### config.mk
export PLATFORM = sky130hd
export DESIGN_NAME = hex_scan_driver_flat
export DESIGN_NICKNAME = d
export VERILOG_FILES = /design/src/rtl/hex_scan_driver_if.sv /design/src/rtl/hex_scan_driver.sv /design/src/flat_wrapper.sv
export SDC_FILE = /design/constraint.sdc
export NUM_CORES = 1
export LEC_CHECK = 0
export BUFFER_PORTS_ARGS = -buffer_cell sky130_fd_sc_hd__buf_2
export CAP_MARGIN = 0
export CORE_MARGIN = 2
export CORE_UTILIZATION = 46
export CTS_BUF_LIST = sky130_fd_sc_hd__clkbuf_8
export CTS_CLUSTER_DIAMETER = 150
export DETAILED_ROUTE_END_ITERATION = 7
export PLACE_DENSITY = 0.75
export SYNTH_ARGS = -nofsm -noshare
export SYNTH_HDL_FRONTEND = slang
export SYNTH_SLANG_ARGS = --single-unit
### constraint.sdc
create_clock -name Clk -period 2.5 [get_ports Clk]
set_clock_uncertainty 0.15 [all_clocks]
set_input_delay 0.25 -clock Clk [delete_from_list [all_inputs] [get_ports Clk]]
set_output_delay 0.25 -clock Clk [all_outputs]
set_load 0.005 [all_outputs]
### src/rtl/hex_scan_driver_if.sv
// Bundles the value/strobe inputs and the segment/grid/frame outputs of the hex scan driver.
// The master drives Value/Load/Dp/Suppress; the slave (the driver) owns the display pins.
interface hex_scan_driver_if;
  logic [15:0] Value;
  logic        Load;
  logic [3:0]  Dp;
  logic        Suppress;
  logic [7:0]  hex_seg;
  logic [3:0]  hex_grid;
  logic        Frame;

  modport master (
    output Value, Load, Dp, Suppress,
    input  hex_seg, hex_grid, Frame
  );

  modport slave (
    input  Value, Load, Dp, Suppress,
    output hex_seg, hex_grid, Frame
  );
endinterface

### src/rtl/hex_scan_driver.sv
// Four-digit multiplexed active-low seven-segment scanner. The shadow word is committed to
// the display only at frame boundaries, and every slot opens with a short blanking guard.
module hex_scan_driver #(
  parameter int DIV_CYCLES   = 50000,
  parameter int GUARD_CYCLES = 2
) (
  input  logic             Clk,
  input  logic             Reset_n,
  hex_scan_driver_if.slave bus
);

  localparam int            CW      = (DIV_CYCLES > 1) ? $clog2(DIV_CYCLES) : 1;
  localparam logic [CW-1:0] CNT_MAX = CW'(DIV_CYCLES - 1);
  localparam logic [CW-1:0] GUARD   = CW'(GUARD_CYCLES);

  logic [CW-1:0] r_cnt;
  logic [1:0]    r_idx;
  logic [15:0]   r_sh;
  logic          r_pend;
  logic [15:0]   r_disp;
  logic [7:0]    r_seg;
  logic [3:0]    r_grid;
  logic          r_frame;

  logic          w_wrap;
  logic          w_commit;
  logic [3:0]    w_nib;
  logic          w_lead;
  logic [6:0]    w_segs;

  function automatic logic [6:0] seg7(input logic [3:0] n);
    logic [6:0] s;
    case (n)
      4'h0:    s = 7'h3F;
      4'h1:    s = 7'h06;
      4'h2:    s = 7'h5B;
      4'h3:    s = 7'h4F;
      4'h4:    s = 7'h66;
      4'h5:    s = 7'h6D;
      4'h6:    s = 7'h7D;
      4'h7:    s = 7'h07;
      4'h8:    s = 7'h7F;
      4'h9:    s = 7'h6F;
      4'hA:    s = 7'h77;
      4'hB:    s = 7'h7C;
      4'hC:    s = 7'h39;
      4'hD:    s = 7'h5E;
      4'hE:    s = 7'h79;
      default: s = 7'h71;
    endcase
    return s;
  endfunction

  assign w_wrap   = (r_cnt == CNT_MAX);
  assign w_commit = w_wrap && (r_idx == 2'd3);

  always_ff @(posedge Clk or negedge Reset_n) begin
    if (!Reset_n) begin
      r_cnt <= '0;
      r_idx <= 2'd0;
    end else begin
      r_cnt <= w_wrap ? '0 : r_cnt + 1'b1;
      if (w_wrap)
        r_idx <= r_idx + 2'd1;
    end
  end

  // On a Load/commit collision the display takes the old shadow word, and the new one
  // stays pending for the following frame.
  always_ff @(posedge Clk or negedge Reset_n) begin
    if (!Reset_n) begin
      r_sh    <= 16'h0000;
      r_pend  <= 1'b0;
      r_disp  <= 16'h0000;
      r_frame <= 1'b0;
    end else begin
      r_frame <= w_commit;
      if (w_commit && r_pend)
        r_disp <= r_sh;
      if (bus.Load) begin
        r_sh   <= bus.Value;
        r_pend <= 1'b1;
      end else if (w_commit) begin
        r_pend <= 1'b0;
      end
    end
  end

  // A digit is a leading zero when it and every more significant nibble are zero.
  always_comb begin
    w_nib  = 4'h0;
    w_lead = 1'b0;
    case (r_idx)
      2'd0: begin
        w_nib  = r_disp[3:0];
        w_lead = 1'b0;
      end
      2'd1: begin
        w_nib  = r_disp[7:4];
        w_lead = (r_disp[15:4] == 12'h000);
      end
      2'd2: begin
        w_nib  = r_disp[11:8];
        w_lead = (r_disp[15:8] == 8'h00);
      end
      default: begin
        w_nib  = r_disp[15:12];
        w_lead = (r_disp[15:12] == 4'h0);
      end
    endcase
    w_segs = (bus.Suppress && w_lead) ? 7'h00 : seg7(w_nib);
  end

  always_ff @(posedge Clk or negedge Reset_n) begin
    if (!Reset_n) begin
      r_seg  <= 8'hFF;
      r_grid <= 4'hF;
    end else if (r_cnt < GUARD) begin
      r_seg  <= 8'hFF;
      r_grid <= 4'hF;
    end else begin
      r_seg  <= ~{bus.Dp[r_idx], w_segs};
      r_grid <= ~(4'b0001 << r_idx);
    end
  end

  assign bus.hex_seg  = r_seg;
  assign bus.hex_grid = r_grid;
  assign bus.Frame    = r_frame;

endmodule

### src/flat_wrapper.sv
// flat-port wrapper written by rule: the top's interface ports become plain ports
module hex_scan_driver_flat 
#(
  parameter int DIV_CYCLES   = 50000,
  parameter int GUARD_CYCLES = 2
)
  (Clk, Reset_n, bus_Value, bus_Load, bus_Dp, bus_Suppress, bus_hex_seg, bus_hex_grid, bus_Frame);
  hex_scan_driver_if bus_i ();
  input  logic Clk;
  input  logic Reset_n;
  input wire logic [$bits(bus_i.Value)-1:0] bus_Value;
  input wire logic [$bits(bus_i.Load)-1:0] bus_Load;
  input wire logic [$bits(bus_i.Dp)-1:0] bus_Dp;
  input wire logic [$bits(bus_i.Suppress)-1:0] bus_Suppress;
  output wire logic [$bits(bus_i.hex_seg)-1:0] bus_hex_seg;
  output wire logic [$bits(bus_i.hex_grid)-1:0] bus_hex_grid;
  output wire logic [$bits(bus_i.Frame)-1:0] bus_Frame;
  assign bus_i.Value = bus_Value;
  assign bus_i.Load = bus_Load;
  assign bus_i.Dp = bus_Dp;
  assign bus_i.Suppress = bus_Suppress;
  assign bus_hex_seg = bus_i.hex_seg;
  assign bus_hex_grid = bus_i.hex_grid;
  assign bus_Frame = bus_i.Frame;
  hex_scan_driver #(.DIV_CYCLES(DIV_CYCLES), .GUARD_CYCLES(GUARD_CYCLES)) u_core (.Clk(Clk), .Reset_n(Reset_n), .bus(bus_i));
endmodule
# == Word-level counts from Yosys, hierarchy flattened ==
# Memories as Yosys holds them, arrays and structs flattened.
# Cells that the tools add are included.
# classes
addsub,2
bitwise,2
eq_ne,4
n_reduce_logical,8
magnitude_cmp,2
shift,1
muxes,10
# op_table
cell,n
$add 16x1->16 const B,1
$eq 16x16->1 const B,1
$lt 16x2->1 const B,1
$mux 16,1
$logic_not 12->1,1
$pmux 4 s3,1
$logic_not 8->1,1
$mux 8,1
$not 8->8,1
$mux 7,1
$eq 2x2->1 const B,2
$logic_not 4->1,1
$mux 4,1
$not 4->4,1
$shl 1x2->4 const A,1
$logic_and 1x1->1,3
$lt 2x3->1 const B,1
$mux 1,3
$pmux 1 s3,1
$add 2x1->2 const B,1
$bmux 1 s2,1
$eq 2x1->1 const B,1
$logic_not 2->1,1
$reduce_bool 2->1,1
# word_totals
mem_bits_ro,112
memories,1
elab_cells,38
ff_bits,64
inputBits,24
out_inout_bits,13
# memory_table
name,words,word_bits,rd,rd_ports_with_merged_regs,write_ports,line,text
(no name shown),16,7,1,0,0,hex_scan_driver.sv:33,case (n)

# == Longest topological paths before layout ==
# depth
word_depth,6
depth_mapped,9
mapped_depth_nobuf,9

# == Least setup slack after synthesis ==
# OpenSTA, ideal clock, no wires.
# synth_path
path_type,reg-to-reg
from,register u_core.r_idx[0]
to,"register u_core.r_seg[3], in the netlist u_core.bus.hex_seg[3]"
setup_ps,90
stages_incl_launch_ff,9
slack_ps,319
arrival_time_ps,1942
synth_period_minus_slack_ps,2181
t_required_ps,2260
n_path_buf,1
cell_sequence,dfrtp_1 ha_1 clkbuf_1 mux2i_1 inv_1 ha_1 nor2_1 a211oi_1 o21ai_0
# synth_between
elab_chain_cells,6
word_cells_on_any_way,10
classes_between,2 x eq/ne; 4 x mux; 1 x bitwise; 2 x reduce/logical; 1 x memory
# synth_rtl
element,line,text
from (decl),hex_scan_driver.sv:17,logic [1:0] r_idx;
from (signal assigned),hex_scan_driver.sv:64,r_idx <= r_idx + 2'd1;
$eq 2x2->1 (tied with other cells),hex_scan_driver.sv:93,case (r_idx)
$pmux 4 s3 / $pmux 1 s3 (equally long branches),hex_scan_driver.sv:93,
$mem_v2 16x7 / $logic_and 1x1->1 (equally long branches),n/a,
$mux 7 *,hex_scan_driver.sv:111,w_segs = (bus.Suppress && w_lead) ? 7'h00 : seg7(w_nib);
$not 8->8 *,hex_scan_driver.sv:122,"r_seg <= ~{bus.Dp[r_idx], w_segs};"
$mux 8 *,hex_scan_driver.sv:118,end else if (r_cnt < GUARD) begin
to (signal assigned),hex_scan_driver.sv:122,
to (decl),hex_scan_driver.sv:21,logic [7:0] r_seg;
# Mark *: on every way between the ends. The rest lies on a longest branch, timed or not.
# A chain may end at the register's enable or synchronous reset.

# == Worst setup path after layout ==
# Same ends and word-level chain as after synthesis.

==> results.yml <==
status:
  status: "finished, final reports clean"
synth:
  synthesis.nets: 269
  synthFlopType: "dfrtp_1"
  synth_top_area_share_pct: 44.0
  seq_area_frac_synth_pct: 54.7
  synthTopCellsByArea: "dfrtp_1, dfstp_2, mux2_2"
  yosysTopAreaCell: "dfrtp_1"
  synth_edf_count: 0
  yosys.cell_types.count: 42
  synth_area_um2: 2960
  yosys_warnings: 0
  synthCells: 235
  synthArstFlopShare_pct: 100
  syn_area_per_cell_um2: 12.6
  yosys_register_bits: 64
final_layout:
  final_area_um2: 3630
  multi_input_area_um2: 1290
  finish.net_count: 326
  nFillCells: 521
  area_growth_syn_to_layout_pct: 22.7
  n_antenna_cell: 0
  layout_commonest_cell: "dfrtp_1"
  drive_gt1_share_pct: 37.4
  ff_latch_area_um2: 1620
  fin_cells: 374
  final_cell_mix: "dfrtp_1, buf_2, mux2_2, nand2_1, nor2_1"
power:
  power_uw: 2170
  p_leak_uw: 0.00171
  powerDensity_nw_per_um2: 599
  vdd_drop_max_uv: 327
worst_setup_path:
  crit_fanout: 6
  path_class: "reg -> reg"
  cp.required_ns: 2.60
  endpoint_kind: "flip-flop"
  crit_path_start_kind: "flip-flop"
  crit_arrival_ns: 2.42
sta:
  hold_violations: 0
  fin_hold_ws_ns: 0.0111
  fin_crit_ns: 2.32
  finalSetupTns_ns: 0
  final-setup-viol-count: 0
  max_clock_freq_mhz: 431
  slew_headroom_pct: 53.8
  rsz0062_at_grt: "true"
  fin_crit_sh_pct: 92.7
  finalMaxSlewViolations: 0
  tightest_slew_ns: 0.680
die:
  start_util_pct: 47.1
  ioPinCount: 37
  core_um2: 6280
  floorplan.die.height_um: 84.2
  rows: 29
  die_w_um: 84.2
  dieArea_um2: 7080
grt:
  grtUsageTotal_pct: 16.3
  antenna_found_initial: 0
  grt_pass1_wl_um: 9050
  grt_pass1_vias: 1938
  gr-total-overflow: 0
  grt_max_degree: 39
route:
  first_iter_violations: 101
  wirelength_um: 5350
  drc: 0
  drtPass1Iterations: 4
  wl_per_cell_um: 14.3
  viasPerCell: 5.27
  final_antenna_net_count: 0
  route.vias.total: 1970
cts:
  cts_max_level: 3
  clock_latency_ns: 0.33
  clockBufferDepth: 2
  clock_sinks: 64
  cts_inserted_buffers: 9
  cts-root-buf: "clkbuf_8"
  cts_tree: "built"
  path_clk_slew_ns: 0.07
place:
  dp.cells: 344
  io_buffers: 36
  dpl_cell_area_um2: 3230
  post-dp-hpwl_um: 3850
  gp_routability_congestion: 0.881
min_path:
  min_path_type: "in -> reg"
job:
  drv_cap: 0
## registers in the layout, summed over array words and instances, names as in the netlist
| name | flops |
|---|---|
| u_core.bus.hex_seg | 8 |
| u_core.bus.Frame | 1 |
| u_core.r_sh | 16 |
| u_core.r_idx | 2 |
| u_core.r_disp | 16 |
| u_core.bus.hex_grid | 4 |
| u_core.r_pend | 1 |
| u_core.r_cnt | 16 |
## per-layer routing
| metal | track usage (%) | share of wire [%] | vias up |
|---|---|---|---|
| met5 | 0 | 0 | - |
| li1 | - | - | 947 |
| met4 | 9.24 | 2.6 | 0 |
| met1 | 21.1 | 47 | 975 |
| met3 | 2.95 | 3.3 | 11 |
| met2 | 25.9 | 47 | 37 |
## layout make-up
class                   count  area share, %
well taps                  77           2.66
clock inverters             4           1.86
multi-input cells         154           35.5
flip-flops and latches     64           44.6
clock buffers              12           4.55
repair buffers             53           9.80
inverters                  10           1.03
## where the power goes
| group | internal (uW) | switching [uW] |
|---|---|---|
| clock network | 636 | 364 |
| registers | 1060 | 14.3 |
| logic | 55.4 | 38.4 |
| total | 1760 | 417 |
## cells in the mapped netlist, drive strengths merged, types with 2 or more instances
cell type,count
dfrtp,52
mux2,33
nand2,20
nor2,16
dfstp,12
nand3,12
ha,10
inv,10
nor4,8
xnor2,7
xor2,7
clkbuf,5
mux2i,5
a222oi,4
o21ai,4
nor2b,3
nor3,3
a211oi,2
and3,2
buf,2
o211ai,2
## worst paths after layout
check | startpoint | endpoint | slack (ns) | cells after the start
worst max register to register | u_core.r_idx[0] | u_core.bus.hex_seg[3] | 0.18 | 9
max in group asynchronous | Reset_n | u_core.bus.hex_seg[3] | 1.22 | 3
worst min-delay path | bus_Value[13] | u_core.r_sh[13] | 0.01 | 2
worst max-delay path | u_core.r_idx[0] | u_core.bus.hex_seg[3] | 0.18 | 9
min in group asynchronous | Reset_n | u_core.r_cnt[6] | 0.31 | 2
worst min register to register | u_core.r_cnt[0] | u_core.r_cnt[0] | 0.34 | 1
## critical path, stage by stage, from the launching register on
cell and delay (ns):
dfrtp_2 0.44, inv_1 0.13, ha_2 0.26, a222oi_1 0.12
mux2i_2 0.30, inv_1 0.13, ha_1 0.30, nor2_1 0.13
a211oi_2 0.06, o21ai_0 0.20
## logic make-up (layout without fill, tap and decap cells)
family | after synthesis | after routing | share of synthesized area (%)
simple gates | 70 | 70 | 12.7
flops | 64 | 64 | 54.7
mux | 39 | 39 | 16.3
compound gates | 21 | 21 | 5.42
buf+inv | 17 | 79 | 2.46
xor+xnor | 14 | 14 | 4.15
fa+ha+maj | 10 | 10 | 4.23
## per-stage QoR
stage	setup slack (ns)	util, %
4_1_cts	0.0170	57.4
3_5_place_dp	0.0399	51.5
6_report	0.182	57.8
5_1_grt	-0.000676	57.8
3_3_place_gp	0.180	51.5
2_1_floorplan	0.319	-
## what timing repair did
| action | CTS | global route |
|---|---|---|
| endpoints found under the hold margin | 32 | 0 |
| buffers inserted | 0 | 0 |
| resized for setup | 0 | 8 |
| setup endpoints to repair | 0 | 7 |
| hold buffers | 14 | 0 |
Power figures use the tool's default switching activity.
